$ cat src/rtl/ysyx_23060096_seq_ctrl_if.sv
// rtl/ysyx_23060096_seq_ctrl_if.sv - shared instruction/data memory port between sequencer and bus
interface ysyx_23060096_seq_ctrl_if;
    logic        mem_req_valid;
    logic        mem_req_ready;
    logic [31:0] mem_req_addr;
    logic        mem_req_wen;
    logic [31:0] mem_req_wdata;
    logic        mem_resp_valid;
    logic [31:0] mem_resp_data;

    modport master (
        output mem_req_valid,
        output mem_req_addr,
        output mem_req_wen,
        output mem_req_wdata,
        input  mem_req_ready,
        input  mem_resp_valid,
        input  mem_resp_data
    );

    modport slave (
        input  mem_req_valid,
        input  mem_req_addr,
        input  mem_req_wen,
        input  mem_req_wdata,
        output mem_req_ready,
        output mem_resp_valid,
        output mem_resp_data
    );
endinterface

$ cat src/rtl/ysyx_23060096_seq_ctrl.sv
// rtl/ysyx_23060096_seq_ctrl.sv - multi-cycle fetch/decode/mem/writeback sequencer with halt on ebreak or bus fault
module ysyx_23060096_seq_ctrl #(
    parameter logic [31:0] PC_RESET = 32'h8000_0000,
    parameter logic [7:0]  TIMEOUT  = 8'd255
) (
    input  logic                          clk,
    input  logic                          rst,
    ysyx_23060096_seq_ctrl_if.master      mem,
    input  logic                          dec_is_load,
    input  logic                          dec_is_store,
    input  logic                          dec_is_ebreak,
    input  logic [31:0]                   next_pc,
    input  logic [31:0]                   lsu_addr,
    input  logic [31:0]                   lsu_wdata,
    output logic [31:0]                   pc,
    output logic [31:0]                   inst,
    output logic [31:0]                   load_data,
    output logic                          rf_wen_gate,
    output logic                          retire,
    output logic [63:0]                   instret,
    output logic                          halted,
    output logic                          bus_err
);

    typedef enum logic [2:0] {
        S_FETCH_REQ,
        S_FETCH_WAIT,
        S_DECODE,
        S_MEM_REQ,
        S_MEM_WAIT,
        S_WB,
        S_HALT
    } state_t;

    state_t      state;
    state_t      state_nxt;
    logic [7:0]  tmo_cnt;
    logic        mem_is_store;
    logic        timed_out;
    logic        halt_err;
    logic        req_valid;
    logic [31:0] req_addr;
    logic        req_wen;
    logic [31:0] req_wdata;
    logic        wb_gate;
    logic        enter_req;
    logic        on_bus;

    assign mem.mem_req_valid = req_valid;
    assign mem.mem_req_addr  = req_addr;
    assign mem.mem_req_wen   = req_wen;
    assign mem.mem_req_wdata = req_wdata;
    assign rf_wen_gate       = wb_gate;
    assign retire            = wb_gate;

    assign timed_out = (tmo_cnt == TIMEOUT);
    assign on_bus    = (state == S_FETCH_REQ) || (state == S_FETCH_WAIT) ||
                       (state == S_MEM_REQ)   || (state == S_MEM_WAIT);
    assign enter_req = ((state_nxt == S_FETCH_REQ) && (state != S_FETCH_REQ)) ||
                       ((state_nxt == S_MEM_REQ)   && (state != S_MEM_REQ));

    always_comb begin
        state_nxt = state;
        req_valid = 1'b0;
        req_addr  = 32'h0;
        req_wen   = 1'b0;
        req_wdata = 32'h0;
        wb_gate   = 1'b0;
        halt_err  = 1'b0;
        case (state)
            S_FETCH_REQ: begin
                // A misaligned PC never reaches the bus.
                if (pc[1:0] != 2'b00) begin
                    state_nxt = S_HALT;
                    halt_err  = 1'b1;
                end else begin
                    req_valid = 1'b1;
                    req_addr  = pc;
                    if (mem.mem_req_ready) begin
                        state_nxt = S_FETCH_WAIT;
                    end else if (timed_out) begin
                        state_nxt = S_HALT;
                        halt_err  = 1'b1;
                    end
                end
            end
            S_FETCH_WAIT: begin
                if (mem.mem_resp_valid) begin
                    state_nxt = S_DECODE;
                end else if (timed_out) begin
                    state_nxt = S_HALT;
                    halt_err  = 1'b1;
                end
            end
            S_DECODE: begin
                if (dec_is_ebreak) begin
                    state_nxt = S_HALT;
                end else if (dec_is_load || dec_is_store) begin
                    state_nxt = S_MEM_REQ;
                end else begin
                    state_nxt = S_WB;
                end
            end
            S_MEM_REQ: begin
                req_valid = 1'b1;
                req_addr  = lsu_addr;
                req_wen   = mem_is_store;
                req_wdata = lsu_wdata;
                if (mem.mem_req_ready) begin
                    state_nxt = S_MEM_WAIT;
                end else if (timed_out) begin
                    state_nxt = S_HALT;
                    halt_err  = 1'b1;
                end
            end
            S_MEM_WAIT: begin
                if (mem.mem_resp_valid) begin
                    state_nxt = S_WB;
                end else if (timed_out) begin
                    state_nxt = S_HALT;
                    halt_err  = 1'b1;
                end
            end
            S_WB: begin
                wb_gate   = 1'b1;
                state_nxt = S_FETCH_REQ;
            end
            S_HALT: begin
                state_nxt = S_HALT;
            end
            default: begin
                state_nxt = S_HALT;
            end
        endcase
        // The register state is only reloaded at the edge, so mask side effects during the reset cycle.
        if (rst) begin
            req_valid = 1'b0;
            wb_gate   = 1'b0;
        end
    end

    always_ff @(posedge clk) begin
        if (rst) begin
            state        <= S_FETCH_REQ;
            pc           <= PC_RESET;
            inst         <= 32'h0000_0013;
            load_data    <= 32'h0;
            instret      <= 64'h0;
            halted       <= 1'b0;
            bus_err      <= 1'b0;
            tmo_cnt      <= 8'h0;
            mem_is_store <= 1'b0;
        end else begin
            state <= state_nxt;
            if ((state_nxt == S_HALT) && (state != S_HALT)) begin
                halted <= 1'b1;
                if (halt_err) begin
                    bus_err <= 1'b1;
                end
            end
            // One budget covers both the request and the wait phase of a transfer.
            if (enter_req) begin
                tmo_cnt <= 8'h0;
            end else if (on_bus && (state_nxt != S_HALT)) begin
                tmo_cnt <= tmo_cnt + 8'h1;
            end
            if ((state == S_FETCH_WAIT) && mem.mem_resp_valid) begin
                inst <= mem.mem_resp_data;
            end
            if (state == S_DECODE) begin
                mem_is_store <= dec_is_store;
            end
            if ((state == S_MEM_WAIT) && mem.mem_resp_valid && !mem_is_store) begin
                load_data <= mem.mem_resp_data;
            end
            if (state == S_WB) begin
                pc      <= next_pc;
                instret <= instret + 64'h1;
            end
        end
    end

endmodule

$ cat src/flat_wrapper.sv
// flat-port wrapper written by rule: the top's interface ports become plain ports
module ysyx_23060096_seq_ctrl_flat 
#(
    parameter logic [31:0] PC_RESET = 32'h8000_0000,
    parameter logic [7:0]  TIMEOUT  = 8'd255
)
  (clk, rst, dec_is_load, dec_is_store, dec_is_ebreak, next_pc, lsu_addr, lsu_wdata, pc, inst, load_data, rf_wen_gate, retire, instret, halted, bus_err, mem_mem_req_valid, mem_mem_req_addr, mem_mem_req_wen, mem_mem_req_wdata, mem_mem_req_ready, mem_mem_resp_valid, mem_mem_resp_data);
  ysyx_23060096_seq_ctrl_if mem_i ();
  input  logic clk;
  input  logic rst;
  input  logic dec_is_load;
  input  logic dec_is_store;
  input  logic dec_is_ebreak;
  input  logic [31:0] next_pc;
  input  logic [31:0] lsu_addr;
  input  logic [31:0] lsu_wdata;
  output logic [31:0] pc;
  output logic [31:0] inst;
  output logic [31:0] load_data;
  output logic rf_wen_gate;
  output logic retire;
  output logic [63:0] instret;
  output logic halted;
  output logic bus_err;
  output wire logic [$bits(mem_i.mem_req_valid)-1:0] mem_mem_req_valid;
  output wire logic [$bits(mem_i.mem_req_addr)-1:0] mem_mem_req_addr;
  output wire logic [$bits(mem_i.mem_req_wen)-1:0] mem_mem_req_wen;
  output wire logic [$bits(mem_i.mem_req_wdata)-1:0] mem_mem_req_wdata;
  input wire logic [$bits(mem_i.mem_req_ready)-1:0] mem_mem_req_ready;
  input wire logic [$bits(mem_i.mem_resp_valid)-1:0] mem_mem_resp_valid;
  input wire logic [$bits(mem_i.mem_resp_data)-1:0] mem_mem_resp_data;
  assign mem_mem_req_valid = mem_i.mem_req_valid;
  assign mem_mem_req_addr = mem_i.mem_req_addr;
  assign mem_mem_req_wen = mem_i.mem_req_wen;
  assign mem_mem_req_wdata = mem_i.mem_req_wdata;
  assign mem_i.mem_req_ready = mem_mem_req_ready;
  assign mem_i.mem_resp_valid = mem_mem_resp_valid;
  assign mem_i.mem_resp_data = mem_mem_resp_data;
  ysyx_23060096_seq_ctrl #(.PC_RESET(PC_RESET), .TIMEOUT(TIMEOUT)) u_core (.clk(clk), .rst(rst), .mem(mem_i), .dec_is_load(dec_is_load), .dec_is_store(dec_is_store), .dec_is_ebreak(dec_is_ebreak), .next_pc(next_pc), .lsu_addr(lsu_addr), .lsu_wdata(lsu_wdata), .pc(pc), .inst(inst), .load_data(load_data), .rf_wen_gate(rf_wen_gate), .retire(retire), .instret(instret), .halted(halted), .bus_err(bus_err));
endmodule
$ cat config.mk
export PLATFORM = sky130hd
export DESIGN_NAME = ysyx_23060096_seq_ctrl_flat
export DESIGN_NICKNAME = d
export VERILOG_FILES = /design/src/rtl/ysyx_23060096_seq_ctrl_if.sv /design/src/rtl/ysyx_23060096_seq_ctrl.sv /design/src/flat_wrapper.sv
export SDC_FILE = /design/constraint.sdc
export NUM_CORES = 1
export LEC_CHECK = 0
export ABC_AREA = 1
export BUFFER_PORTS_ARGS = -buffer_cell sky130_fd_sc_hd__buf_2
export CAP_MARGIN = 10
export CORE_MARGIN = 1.5
export CORE_UTILIZATION = 35
export CTS_CLUSTER_SIZE = 8
export DETAILED_ROUTE_END_ITERATION = 10
export GPL_TIMING_DRIVEN = 0
export PLACE_DENSITY = 0.61
export SETUP_SLACK_MARGIN = 0.5
export SYNTH_ARGS = -nofsm -noshare
export SYNTH_HDL_FRONTEND = slang
export SYNTH_SLANG_ARGS = --single-unit
$ cat constraint.sdc
create_clock -name clk -period 3.2 [get_ports clk]
set_input_delay 0.64 -clock clk [delete_from_list [all_inputs] [get_ports clk]]
set_output_delay 0.64 -clock clk [all_outputs]
set_load 0.01 [all_outputs]
Word-level counts from Yosys, hierarchy flattened
Cells that the tools add are included.
{"block": "word_totals", "word_cells": 65, "register_bits": 174, "out_inout_bits": 230, "in_bits": 135}
{"block": "classes", "add_sub_neg": 2, "reduce_logical": 20, "muxes": 23, "eq_ne": 11}
{"op": "adder 64 x 1 -> 64 bit, second input constant", "n": 1}
{"op": "2-to-1 mux 32 bit", "n": 2}
{"op": "one-hot mux 32 bit (2 select lines)", "n": 1}
{"op": "2-to-1 mux 3 bit", "n": 8}
{"op": "one-hot mux 3 bit (6 select lines)", "n": 1}
{"op": "== test 3 x 2 -> 1 bit, second input constant", "n": 3}
{"op": "== test 3 bit, second input constant", "n": 3}
{"op": "2-to-1 mux 1 bit", "n": 9}
{"op": "adder 8 x 1 -> 8 bit, second input constant", "n": 1}
{"op": "== test 8 bit, second input constant", "n": 1}
{"op": "logical AND 1 bit", "n": 7}
{"op": "zero test 3 bit", "n": 2}
{"op": "!= test 3 bit, second input constant", "n": 2}
{"op": "logical OR 1 bit", "n": 5}
{"op": "OR reduction 2 bit", "n": 2}
{"op": "== test 3 x 1 -> 1 bit, second input constant", "n": 1}
{"op": "!= test 3 x 2 -> 1 bit, second input constant", "n": 1}
{"op": "one-hot mux 1 bit (3 select lines)", "n": 1}
{"op": "nonzero test 3 bit", "n": 1}
{"op": "one-hot mux 1 bit (2 select lines)", "n": 1}
{"op": "AND reduction 2 bit", "n": 1}
{"op": "nonzero test 2 bit", "n": 1}
{"op": "zero test 1 bit", "n": 1}

Longest topological paths before layout
{"block": "depth", "depth_word": 9, "depth_mapped": 13, "depth_no_buf": 12}

Worst setup path after synthesis
No wires, ideal clock.
{"block": "synth_timing", "path_kind": "input-to-output", "startpoint": "input port rst", "endpoint": "output port rf_wen_gate", "n_path_buf": 3, "t_required_ns": 2.560, "path_stages": 4, "arrival_time_ns": 1.470, "path_slack_ns": 1.090, "cell_sequence": "clkbuf_1 clkbuf_1 nor2_1 buf_4"}
{"block": "synth_via", "elab_chain_cells": 1}
{"element": "start: declaration", "line_no": "flat_wrapper.sv:10", "source": "input logic rst;"}
{"element": "2-to-1 mux 1 bit", "line_no": "ysyx_23060096_seq_ctrl.sv:136", "source": "if (rst) begin"}
{"element": "end: declaration", "line_no": "flat_wrapper.sv:20", "source": "output logic rf_wen_gate;"}
Every way passes these cells.

Worst setup path after layout
{"block": "layout_timing", "startpoint": "register u_core.state[1]", "endpoint": "output port rf_wen_gate"}
{"block": "layout_via", "elab_chain_cells": 3}
{"element": "start: declaration", "line_no": "ysyx_23060096_seq_ctrl.sv:35", "source": "state_t state;"}
{"element": "start signal: assignment", "line_no": "ysyx_23060096_seq_ctrl.sv:154", "source": "state <= state_nxt;"}
{"element": "== test 3 bit", "line_no": "ysyx_23060096_seq_ctrl.sv:70", "source": "case (state)"}
{"element": "2-to-1 mux 1 bit", "line_no": "ysyx_23060096_seq_ctrl.sv:70"}
{"element": "2-to-1 mux 1 bit", "line_no": "ysyx_23060096_seq_ctrl.sv:136"}
Every way passes these cells.

==> results by group <==
Clock network
  – Clock sink count: 174
  – Post-CTS Setup Inserts: 0
  – Total CTS buffers: 17
  – Buffer levels on the longest clock path: 2
  – Clock Pin Slew Worst Setup and Hold Paths: approximately 0.080 ns
  – Clk Latency, worst-skew pair: about 0.44 ns
  – Hold_buf cts: 0
  – H-tree depth: 4
  – CTS Root Cell: clkbuf_16
  – CTS tree: yes

Final layout
  – Share of layout cells above drive strength 1: 0.245
  – Reg area: about 0.0035 mm^2
  – Most frequent cells in the layout: 400 x nand2_1, 372 x buf_2, 311 x nor2_1
  – Area of the multi-input gates: approximately 0.0048 mm^2
  – Final #Nets: 1963
  – Synth-to-Final Area Change: 32.4%
  – Post-Layout Inst Area: ~0.012 mm^2
  – Most common cell after layout, fill and taps aside: nand2_1
  – Fillers: around 2700

Die
  – Boundary pin count: 365
  – Die Ht: about 160 um
  – Std-Cell Rows: between 50 and 60
  – Starting Density: 0.357
  – Die area: between 0.02 and 0.03 mm^2
  – Die span in x: around 160 um
  – Core Region: 0.0252 mm^2

Critical path
  – Worst Setup EP: rf_wen_gate
  – Crit. Startpoint: u_core.state[1]
  – Worst path arrival time: 2.01 ns
  – Most frequent cell on the critical path: clkbuf_4
  – Critical Setup Path Class: register to primary output
  – CP max-delay cell: dfxtp_1
  – FF-to-FF Start: u_core.instret[0]
  – CP Cell Sequence: buf_6 -> inv_2 -> nand3_2 -> clkbuf_4 -> clkbuf_4 -> nor2_2 -> buf_4 -> buf_2
  – Critical Path End Type: primary output
  – Worst-path maximum fanout: 10
  – Worst R2R Path Depth: 8
  – Critical Path Source Type: register
  – Worst R2R Setup Slack: approximately 0.99 ns
  – CP max stage delay: between 0.3 and 0.4 ns
  – WP data required: 2.56 ns
  – Reg2reg end: u_core.instret[46]

Timing
  – Slew HR: 0.355
  – Final min period: around 2.7 ns
  – Worst slew pin tran: 0.967 ns
  – Period utilisation layout: 0.830
  – Setup TNS: 0 ns
  – Hold Slack: about 0.42 ns
  – Final setup vio count: 0
  – Fin. max-slew vios: 0
  – Final Hold Viols: 0
  – RSZ-0062 raised after global routing: yes
  – Skew final: around 0.017 ns
  – Maximum clock rate: about 0.38 GHz

Pwr
  – Leak: between 5 and 6 nW
  – Cell Pwr Density: ~540 mW/mm^2
  – Maximum VDD drop: 0.000270 V

Job
  – Maxcap violations: 0

Synthesis
  – Syn nets: approximately 1600
  – Synth Instances: between 1000 and 1500
  – Yosys cell types: 38
  – Syn avg cell area: about 6.2 um^2
  – Register area share after synthesis: 0.387
  – Register bit total from synthesis: 174
  – Post-Syn Area: roughly 0.0090 mm^2
  – Total number of yosys warnings: 0

Run status
  – Status: complete, no violations

Drt
  – Routed WL: 35.4 mm
  – Residual DRC: 0
  – Iter 0 DRT Violations: around 830
  – Vias post-DR: between 10000 and 15000
  – Drt wl/cell: around 16 um
  – Post-DRT Antenna Nets: 0
  – Pre-antenna DRT Iters: 5
  – Vias per inst: about 5

Global routing
  – Largest net degree at the start of global routing: 23
  – Initial antenna violation count: 4
  – Gr usage total: 0.260
  – Number of global-route vias before repair: ~9400
  – Global-route wire length before repair: 52.7 mm
  – Grt total ovfl: 0

Placed design
  – GPL Wtd Cong: 0.988
  – Post-DP HPWL: 28.3 mm
  – Placed inst area: 0.0112 mm^2
  – # port buffers: 364

Hold path
  – Hold path depth: 3
  – Hold Crit Class: input port to register
## repair_timing
action / in CTS / in global routing
hold endpoints to repair: 0 / 0
gates resized for setup: 14 / 16
endpoints found under the setup margin: 59 / 30
## cell families after synthesis
group	count (synthesis)	synth area share
xor gates and xnor gates	20	0.0195
AOI/OAI and AO/OA	218	0.123
DFF	174	0.387
and+or+nand+nor	846	0.386
adders and majority gates	2	0.00278
buffers and inverters	183	0.0812
## state kept, by name, summed over array words and instances (netlist names)
signal and flops:
u_core.bus_err 1, u_core.halted 1, u_core.inst 32, u_core.instret 64, u_core.load_data 32, u_core.mem_is_store 1
u_core.pc 32, u_core.state 3, u_core.tmo_cnt 8
## layout make-up
type                    count  share of cell area
well taps                 330              0.0346
repair buffers            364               0.153
multi-input cells        1086               0.402
clock inverters            15              0.0177
diodes                      4            0.000840
plain buffers              65              0.0262
clock buffers              17              0.0357
inverters                 118              0.0374
flip-flops and latches    174               0.292
## report_power, final
part	switching (W)	leakage (nW)	total [W]	internal (W)
sequential	0.000109	1.41	0.00245	0.00234
combinational	0.00119	3.66	0.00179	0.000602
clock	0.00114	0.307	0.00224	0.00110
## layer usage
| layer | GRT usage | wire length [um] |
|---|---|---|
| met1 | 0.335 | 15400 |
| met2 | 0.439 | 16900 |
| met3 | 0.0442 | 2400 |
| met4 | 0.0830 | 778 |
| met5 | 0 | 0 |
## critical path, delay by kind of cell (launching register included)
kind | cells | cell delay, ns
DFF | 1 | 0.31
and+or+nand+nor | 2 | 0.31
buffers and inverters | 6 | 0.96
## worst min path at each step
stage / endpoint / startpoint
detailed placement: u_core.load_data[24] / u_core.load_data[24]
global placement: u_core.halted / u_core.halted
CTS: u_core.pc[31] / next_pc[31]
finish: u_core.pc[31] / next_pc[31]
global route: u_core.pc[31] / next_pc[31]
floorplan: u_core.tmo_cnt[7] / u_core.tmo_cnt[7]
## synthesized netlist by cell type (all sizes together)
master | instances | area [um^2]
nand4 | 22 | 159
a21oi | 90 | 450
nand2 | 405 | 1540
nand3b | 1 | 7.51
clkinv | 1 | 3.75
nor3b | 2 | 15.0
and3 | 2 | 12.5
nor3 | 6 | 41.3
nor2 | 322 | 1250
dfxtp | 174 | 3480
xnor2 | 14 | 123
ha | 2 | 25.0
xor2 | 6 | 52.6
o211ai | 1 | 7.51
nand3 | 86 | 445
o221a | 1 | 11.3
buf | 18 | 109
o21a | 2 | 15.0
a211oi | 1 | 7.51
clkbuf | 47 | 176
inv | 117 | 442
a31oi | 3 | 18.8
o21ai | 120 | 601
## metrics by stage
stage | power, W | instances | setup WS, ns | utilization
global placement | 0.00426 | 2137 | 0.273 | 0.446
CTS | 0.00652 | 2169 | 0.461 | 0.472
global route | 0.00686 | 2173 | 0.423 | 0.473
detailed placement | 0.00427 | 2137 | 0.276 | 0.446
finish | 0.00648 | 2173 | 0.546 | 0.473
floorplan | 0.00358 | 1443 | 1.09 | -
Note: power is estimated with default switching activity, not from simulation.
